==> src/rtl/washer_pkg.sv <==
// washer_pkg: shared pattern/state encodings and default beep pattern lengths.
package washer_pkg;
  typedef enum logic [1:0] {
    PAT_NONE   = 2'd0,
    PAT_CLICK  = 2'd1,
    PAT_FINISH = 2'd2,
    PAT_ALARM  = 2'd3
  } pat_e;

  typedef enum logic [1:0] {
    ST_IDLE = 2'd0,
    ST_ON   = 2'd1,
    ST_OFF  = 2'd2
  } st_e;

  localparam int DEF_TICK_DIV   = 500000;
  localparam int DEF_PHASE_W    = 8;
  localparam int DEF_CLICK_ON   = 5;
  localparam int DEF_FINISH_ON  = 50;
  localparam int DEF_FINISH_OFF = 30;
  localparam int DEF_FINISH_CNT = 3;
  localparam int DEF_ALARM_ON   = 20;
  localparam int DEF_ALARM_OFF  = 20;
endpackage

==> src/rtl/beep_tick.sv <==
// beep_tick: clearable prescaler; tick is high on the last cycle of every DIV-cycle period.
module beep_tick #(
  parameter int DIV = 4
) (
  input  logic clk,
  input  logic reset,
  input  logic clr,
  output logic tick
);
  localparam int W = $clog2(DIV);
  logic [W-1:0] cnt_q, cnt_d;
  assign tick = cnt_q == W'(DIV - 1);
  assign cnt_d = (clr || tick) ? '0 : cnt_q + W'(1);
  always_ff @(posedge clk) begin
    if (reset) cnt_q <= '0;
    else cnt_q <= cnt_d;
  end
endmodule

==> src/rtl/beep_sequencer.sv <==
// beep_sequencer: plays click/finish/alarm on/off patterns on beep and beep_led.
// Define BEEP_TONE_EN to gate beep with a TONE_HALF square wave for a passive piezo.
module beep_sequencer
  import washer_pkg::*;
#(
  parameter int TICK_DIV   = DEF_TICK_DIV,
  parameter int PHASE_W    = DEF_PHASE_W,
  parameter int CLICK_ON   = DEF_CLICK_ON,
  parameter int FINISH_ON  = DEF_FINISH_ON,
  parameter int FINISH_OFF = DEF_FINISH_OFF,
  parameter int FINISH_CNT = DEF_FINISH_CNT,
  parameter int ALARM_ON   = DEF_ALARM_ON,
  parameter int ALARM_OFF  = DEF_ALARM_OFF
`ifdef BEEP_TONE_EN
  , parameter int TONE_HALF = 12500
`endif
) (
  input  logic       clk,
  input  logic       reset,
  input  logic       click_req,
  input  logic       finish_req,
  input  logic       alarm,
  output logic       beep,
  output logic       beep_led,
  output logic       busy,
  output logic [1:0] pattern
);
  st_e state_q, state_d;
  pat_e pat_q, pat_d, req;
  logic [PHASE_W-1:0] phase_q, phase_d;
  logic [2:0] bcnt_q, bcnt_d;
  logic led_q, busy_q, tick, ending, to_on, to_off, free, start, clr;

  function automatic logic [PHASE_W-1:0] on_len(pat_e p);
    return p == PAT_CLICK ? PHASE_W'(CLICK_ON) : p == PAT_FINISH ? PHASE_W'(FINISH_ON) : PHASE_W'(ALARM_ON);
  endfunction

  function automatic logic [PHASE_W-1:0] off_len(pat_e p);
    return p == PAT_FINISH ? PHASE_W'(FINISH_OFF) : PHASE_W'(ALARM_OFF);
  endfunction

  beep_tick #(.DIV(TICK_DIV)) u_tick (
    .clk(clk),
    .reset(reset),
    .clr(clr),
    .tick(tick)
  );

  // A request starts a pattern when the sequencer is free (idle or just ending) or outranks the active one.
  always_comb begin
    req = alarm ? PAT_ALARM : finish_req ? PAT_FINISH : click_req ? PAT_CLICK : PAT_NONE;
    ending = state_q != ST_IDLE && tick && phase_q == PHASE_W'(1);
    to_off = ending && state_q == ST_ON && (pat_q == PAT_FINISH ? bcnt_q > 3'd1 : pat_q == PAT_ALARM && alarm);
    to_on = ending && state_q == ST_OFF && (pat_q == PAT_FINISH || alarm);
    free = state_q == ST_IDLE || (ending && !to_off && !to_on);
    start = req != PAT_NONE && (free || req > pat_q);
    clr = start || to_on || to_off || free;
    state_d = (start || to_on) ? ST_ON : to_off ? ST_OFF : free ? ST_IDLE : state_q;
    pat_d = start ? req : free ? PAT_NONE : pat_q;
    phase_d = start ? on_len(req) : to_on ? on_len(pat_q) : to_off ? off_len(pat_q) :
              free ? '0 : tick ? phase_q - PHASE_W'(1) : phase_q;
    bcnt_d = start ? (req == PAT_FINISH ? 3'(FINISH_CNT) : 3'd1) :
             (to_off && pat_q == PAT_FINISH) ? bcnt_q - 3'd1 : free ? '0 : bcnt_q;
  end

  always_ff @(posedge clk) begin
    if (reset) begin
      state_q <= ST_IDLE;
      pat_q <= PAT_NONE;
      phase_q <= '0;
      bcnt_q <= '0;
      led_q <= 1'b0;
      busy_q <= 1'b0;
    end else begin
      state_q <= state_d;
      pat_q <= pat_d;
      phase_q <= phase_d;
      bcnt_q <= bcnt_d;
      led_q <= state_d == ST_ON;
      busy_q <= state_d != ST_IDLE;
    end
  end

  assign beep_led = led_q;
  assign busy = busy_q;
  assign pattern = pat_q;

`ifdef BEEP_TONE_EN
  localparam int TW = $clog2(TONE_HALF + 1);
  logic tone_q;
  logic [TW-1:0] tcnt_q;
  always_ff @(posedge clk) begin
    if (reset) begin
      tone_q <= 1'b0;
      tcnt_q <= '0;
    end else if (start || to_on) begin
      tone_q <= 1'b1;
      tcnt_q <= '0;
    end else if (tcnt_q == TW'(TONE_HALF - 1)) begin
      tone_q <= ~tone_q;
      tcnt_q <= '0;
    end else begin
      tcnt_q <= tcnt_q + TW'(1);
    end
  end
  assign beep = led_q & tone_q;
`else
  assign beep = led_q;
`endif
endmodule

==> config.mk <==
export PLATFORM = sky130hd
export DESIGN_NAME = beep_sequencer
export DESIGN_NICKNAME = d
export VERILOG_FILES = /design/src/rtl/washer_pkg.sv /design/src/rtl/beep_tick.sv /design/src/rtl/beep_sequencer.sv
export SDC_FILE = /design/constraint.sdc
export NUM_CORES = 1
export LEC_CHECK = 0
export BUFFER_PORTS_ARGS = -buffer_cell sky130_fd_sc_hd__buf_4
export CAP_MARGIN = 40
export CORE_ASPECT_RATIO = 0.8
export CORE_MARGIN = 2
export CORE_UTILIZATION = 60
export CTS_CLUSTER_DIAMETER = 80
export DETAILED_ROUTE_END_ITERATION = 12
export PLACE_DENSITY = 0.78
export REMOVE_ABC_BUFFERS = 1
export SLEW_MARGIN = 10
export SYNTH_ARGS = -nofsm -noshare
export SYNTH_HDL_FRONTEND = slang
export SYNTH_SLANG_ARGS = --single-unit
==> constraint.sdc <==
create_clock -name clk -period 2.5 [get_ports clk]
set_clock_uncertainty 0.1 [all_clocks]
set_input_delay 0.5 -clock clk [delete_from_list [all_inputs] [get_ports clk]]
set_output_delay 0.5 -clock clk [all_outputs]
set_load 0.02 [all_outputs]
# Word level (Yosys, flattened, before mapping)
# Cells that the tools add are included.
[totals] reg_bits=36 output_inout_bits=5 wordCells=73
[classes] n_addsub=3 magnitude_cmp=2 eq_ne=10 muxes=23 reduce_logical=28
[ops] op="2-to-1 mux 8 bit" count=5
[ops] op="2-to-1 mux 6 bit" count=4
[ops] op="adder 19 x 1 -> 19 bit (second input constant)" count=1
[ops] op="== test 19 bit (second input constant)" count=1
[ops] op="2-to-1 mux 2 bit" count=8
[ops] op="logical AND 1 bit" count=11
[ops] op="2-to-1 mux 3 bit" count=3
[ops] op="== test 2 x 1 -> 1 bit (second input constant)" count=4
[ops] op="== test 2 bit (second input constant)" count=4
[ops] op="== test 8 x 1 -> 1 bit (second input constant)" count=1
[ops] op="nonzero test 2 bit" count=4
[ops] op="subtractor 8 x 1 -> 8 bit (second input constant)" count=1
[ops] op="logical OR 1 bit" count=7
[ops] op="nonzero test 5 bit" count=1
[ops] op="2-to-1 mux 4 bit" count=1
[ops] op="greater-than comparator 3 x 1 -> 1 bit (second input constant)" count=1
[ops] op="nonzero test 3 bit" count=1
[ops] op="subtractor 3 x 1 -> 3 bit (second input constant)" count=1
[ops] op="greater-than comparator 2 bit" count=1
[ops] op="zero test 1 bit" count=2
[ops] op="zero test 2 bit" count=1
[ops] op="2-to-1 mux 1 bit" count=2
[ops] op="OR reduction 2 bit" count=1

# Depth between registers and ports, before layout
[logic_depth] depth_word=16 ltp_mapped=12 depth_no_buf=10

# Hierarchy
# A second synthesis with hierarchy kept.
[unflattened] hier_cells=247 hier_area_um2=2149.6
[modules_own_cells] module="beep_sequencer" n_inst=1 cells_each=152 area_per_inst_um2=1285.0 seq_area_each_um2=340.3
[modules_own_cells] module="beep_tick" n_inst=1 cells_each=95 area_per_inst_um2=864.6 seq_area_each_um2=380.4

# Least setup slack after synthesis
# Ideal clock, no wire load.
[synth_timing] kind="input -> register" start="input alarm" end="register u_tick.cnt_q[10]" setup_ns=0.117 arrival_ns=2.105 required_ns=2.283 slack_ns=0.177 path_stages=11 path_buffers=2 cell_sequence="nor2_1 inv_1 ha_1 nor2b_1 a2bb2oi_1 nand2_1 and2_1 buf_2 nand2_2 buf_2 nor2_1"
[synth_via] elab_chain_cells=14 word_cells_on_any_way=20 classes_between="order compare: 1; mux: 2; reduce/logical: 17"
[synth_rtl] element="start, declared" line="beep_sequencer.sv:22" text="input logic alarm,"
[synth_rtl] element="logical AND 1 bit" line="beep_sequencer.sv:53" text="to_off = ending && state_q == ST_ON && (pat_q == PAT_FINISH ? bcnt_q > 3'd1 : pat_q == PAT_ALARM && alarm);"
[synth_rtl] element="2-to-1 mux 1 bit" line="beep_sequencer.sv:53"
[synth_rtl] element="logical AND 1 bit" line="beep_sequencer.sv:53"
[synth_rtl] element="zero test 1 bit" line="beep_sequencer.sv:55" text="free = state_q == ST_IDLE || (ending && !to_off && !to_on);"
[synth_rtl] element="logical AND 1 bit (2 in a row)" line="beep_sequencer.sv:55"
[synth_rtl] element="logical OR 1 bit" line="beep_sequencer.sv:55"
[synth_rtl] element="logical OR 1 bit" line="beep_sequencer.sv:56" text="start = req != PAT_NONE && (free || req > pat_q);"
[synth_rtl] element="logical AND 1 bit" line="beep_sequencer.sv:56"
[synth_rtl] element="logical OR 1 bit (2 in a row)" line="beep_sequencer.sv:57" text="clr = start || to_on || to_off || free;"
[synth_rtl] element="logical OR 1 bit (*)" line="beep_sequencer.sv:57"
[synth_rtl] element="logical OR 1 bit (*)" line="beep_tick.sv:13" text="assign cnt_d = (clr || tick) ? '0 : cnt_q + W'(1);"
[synth_rtl] element="OR reduction 2 bit (no line) (*)"
[synth_rtl] element="end signal, assigned" line="beep_tick.sv:16" text="else cnt_q <= cnt_d;"
[synth_rtl] element="end, declared" line="beep_tick.sv:11" text="logic [W-1:0] cnt_q, cnt_d;"
# Every way passes the cells marked *; elsewhere a longest branch is shown, timed or not.
# A chain may end at the register's enable or synchronous reset.

# Final worst setup path
[layout_timing] start="register phase_q[1]" end="register bcnt_q[2]"
[layout_via] elab_chain_cells=11 word_cells_on_any_way=17 classes_between="eq/ne: 1; mux: 2; reduce/logical: 14"
[layout_rtl] element="start, declared" line="beep_sequencer.sv:30" text="logic [PHASE_W-1:0] phase_q, phase_d;"
[layout_rtl] element="start signal, assigned" line="beep_sequencer.sv:77" text="phase_q <= phase_d;"
[layout_rtl] element="== test 8 x 1 -> 1 bit (*)" line="beep_sequencer.sv:52" text="ending = state_q != ST_IDLE && tick && phase_q == PHASE_W'(1);"
[layout_rtl] element="logical AND 1 bit (*)" line="beep_sequencer.sv:52"
[layout_rtl] element="logical AND 1 bit (2 in a row)" line="beep_sequencer.sv:53"
[layout_rtl] element="zero test 1 bit" line="beep_sequencer.sv:55"
[layout_rtl] element="logical AND 1 bit (2 in a row)" line="beep_sequencer.sv:55"
[layout_rtl] element="logical OR 1 bit" line="beep_sequencer.sv:55"
[layout_rtl] element="logical OR 1 bit" line="beep_sequencer.sv:56"
[layout_rtl] element="logical AND 1 bit" line="beep_sequencer.sv:56"
[layout_rtl] element="nonzero test 3 bit (no line) / 2-to-1 mux 3 bit (equally long branches)"
[layout_rtl] element="end signal, assigned" line="beep_sequencer.sv:78" text="bcnt_q <= bcnt_d;"
[layout_rtl] element="end, declared" line="beep_sequencer.sv:31" text="logic [2:0] bcnt_q, bcnt_d;"
# Marks and branches as above.

==> impl_metrics.toml <==
[status]
status = "completed"

[global_route]
grt_max_degree = 19
grt_pass1_wl_um = 7762
grt_overflow = 0
antenna_found_initial = 0
grt_pass1_vias = 1665
grtUsageTotal_pct = 24.58

[placed_design]
dp_hpwl_um = 3447
post-place-cells = 308
pre_cts_ws_ns = -0.03576
place.gp.congestion = 0.9338
io_buffers = 9

[die]
fp.dieW_um = 69.96
dieArea_mm2 = 0.003971
fp-row-count = 19
die_h_um = 56.77
start_util_pct = 61.86
io_pins = 10
core-area_mm2 = 0.003376

[logic_synthesis]
synth_edf_count = 0
syn_area_per_cell_um2 = 8.320
ys_ff_latch = 36
async_reset_ff_share_pct = 0
synthesis.area_mm2 = 0.002088
synthCells = 251
ys_warn_count = 0
yosysSeqAreaShare_pct = 34.51
synthDistinctLibCells = 58
ys.flop_type = "dfxtp_1"

[power]
worst_ir_drop_vdd_mv = 0.5070
power.leakage_uw = 0.0008824
power.density_mw_per_mm2 = 576.2

[timing]
maxSlewViolCount = 0
worst_pin_slew_ns = 0.5102
fmax_mhz = 420.8
hold_viol = 0
finalSetupViolCount = 0
min_period_ns = 2.376
slew_headroom_pct = 65.76
rsz0062_at_grt = "no"
period_share_pct = 95.05
setup_slack_ns = 0.1236

[clock_tree]
clk_pin_slew_ns = 0.07
cts.sinks = 36
cts_max_level = 2
cts_buffer_depth = 2
holdBufCountCts = 0
cts_root_buf = "clkbuf_8"
numCtsBuffers = 5
cts_tree = "done"
clk_latency_ns = 0.30

[drt]
dr.pass1.iters = 5
dr.first_iter.drc_count = 162
drc = 0
vias = 1901
routedWlPerCell_um = 14.54
ant_nets = 0
wirelength_um = 4594
vias_per_cell = 6.016

[cells_and_area]
seq_area_um2 = 720.7
layout-drive-gt1-share_pct = 17.15
num-fill-cells = 288
num-nets-final = 285
fin_cells = 316
area_growth_pct = 14.68
num_antenna_cells = 0
multi_input_area_mm2 = 0.001277

[worst_hold_path]
min_to = "u_tick.cnt_q[0]"
min_path_cells = 1
hp-start = "u_tick.cnt_q[0]"
min_path_type = "reg -> reg"

[critical_path]
crit_family = "simple AND/OR/NAND/NOR gates"
arrival_ns = 2.45
r2r_end = "bcnt_q[2]"
rr_worst_depth = 9
path_class = "reg -> reg"
cp-end-kind = "register"
cpMaxStageDelayCell = "or4b_4"
crit_buf_inv = 2
crit_path_max_fanout = 11
worstSetupStartpointType = "register"
slowest_delay_ns = 0.45
path_cells = "inv_2, ha_2, or4b_4, nand4b_1, or2_4, buf_12, o21a_1, a21oi_1, nor4_2"
crit_required_ns = 2.57
r2r-start = "phase_q[1]"
r2r_setup_slack_ns = 0.12

[job]
drv_cap = 0
## routing by layer
layer	global-route usage (%)	share of wire [%]
met1	36.56	50
met2	35.10	41
met3	6.822	7.4
met4	5.769	0.91
met5	0	0
## cell families after synthesis
logic type	after synthesis	share of synthesized area, %
buffers and inverters	22	5.153
DFF	36	34.51
AOI/OAI and AO/OA	52	16.72
adders and majority gates	7	4.194
xor gates and xnor gates	21	8.807
and+or+nand+nor	113	30.62
## registers in the layout, indices dropped and copies added (netlist names)
register	count
u_tick.cnt_q	19
phase_q	8
bcnt_q	3
pattern	2
state_q	2
beep	1
busy	1
## area by class of cell
class | count | share of cell area (%)
Tap cell | 42 | 2.194
Clock buffer | 7 | 3.605
Inverter | 14 | 2.194
Timing Repair Buffer | 23 | 8.255
Sequential cell | 36 | 30.09
Multi-Input combinational cell | 193 | 53.34
Clock inverter | 1 | 0.3135
## worst reg2reg max path, delay by kind of cell, from the launching register on
family	cells	cell delay [ns]
compound gates	2	0.42
fa+ha+maj	1	0.16
buf+inv	2	0.22
flops	1	0.32
simple gates	4	1.04
## cells in the final DEF, fill, tap and decap left out, drive strengths merged, types with 2 or more instances in the layout
master,n
nor3,6
dfxtp,36
o32ai,2
o31ai,3
o21a,4
and4,2
or3,7
o21ai,10
a31oi,3
nor2,29
inv,14
a211oi,2
o22ai,2
nand2,16
nor4,6
a21oi,13
o211ai,2
nor2b,7
ha,7
xor2,11
and3,3
buf,23
nand3,17
nand4b,2
or4b,2
clkbuf,7
or2,4
nand4,5
xnor2,10
## power by group
part	leakage [µW]	internal, µW	switching (µW)	total (µW)
Sequential	0.000294	602	29.6	631
Combinational	0.000544	136	177	313
Clock	0.0000445	224	212	436
## worst max path at each step
stage,startpoint,slack (ns),depth (start not counted),endpoint
2_1_floorplan,pattern[0],0.09,6,phase_q[4]
3_3_place_gp,alarm,0.01,10,phase_q[0]
3_5_place_dp,alarm,-0.04,9,phase_q[7]
4_1_cts,phase_q[1],0.06,9,phase_q[0]
5_1_grt,phase_q[1],0.01,9,phase_q[0]
6_report,phase_q[1],0.12,9,bcnt_q[2]
## repair_timing
item / CTS / global route
resized for setup: 0 / 5
endpoints found under the setup margin: 0 / 6
setup buffers: 0 / 0
## cell usage after synthesis, drive strengths merged, types with 2 or more instances
cell    number  share of area [%]
a31oi        3               0.90
buf          5                2.1
or3          7                2.3
a21oi       13                3.1
o21a         4                1.4
dfxtp       36                 35
nor2        29                5.2
nand4        5                1.5
or2          4                1.2
ha           7                4.2
nor3         6                1.4
and4         2               0.90
o31ai        3                1.1
o22ai        2               0.60
nand3       17                4.1
xnor2       10                4.2
a211oi       2               0.72
o211ai       2               0.72
and3         3               0.90
or4b         2                1.1
nand2       16                3.0
xor2        11                4.6
inv         14                2.5
nand4b       2                1.6
nor4         6                2.7
nor2b        7                2.1
o21ai       10                2.4
o32ai        2               0.84
clkbuf       3               0.54
## metrics by stage
stage	TNS [ns]	utilization [%]	area [µm²]	power [µW]	hold slack, ns
final	0	70.94	2395	1380	0.3635
after CTS	0	70.42	2377	1375	0.3687
after global placement	0	67.64	2283	941.2	0.3449
after detailed placement	-0.04450	67.64	2283	944.2	0.3540
after global routing	0	70.94	2395	1441	0.3935
after floorplan	0	-	2033	845.4	0.3297
No activity file was read; power rests on OpenSTA's default activity.
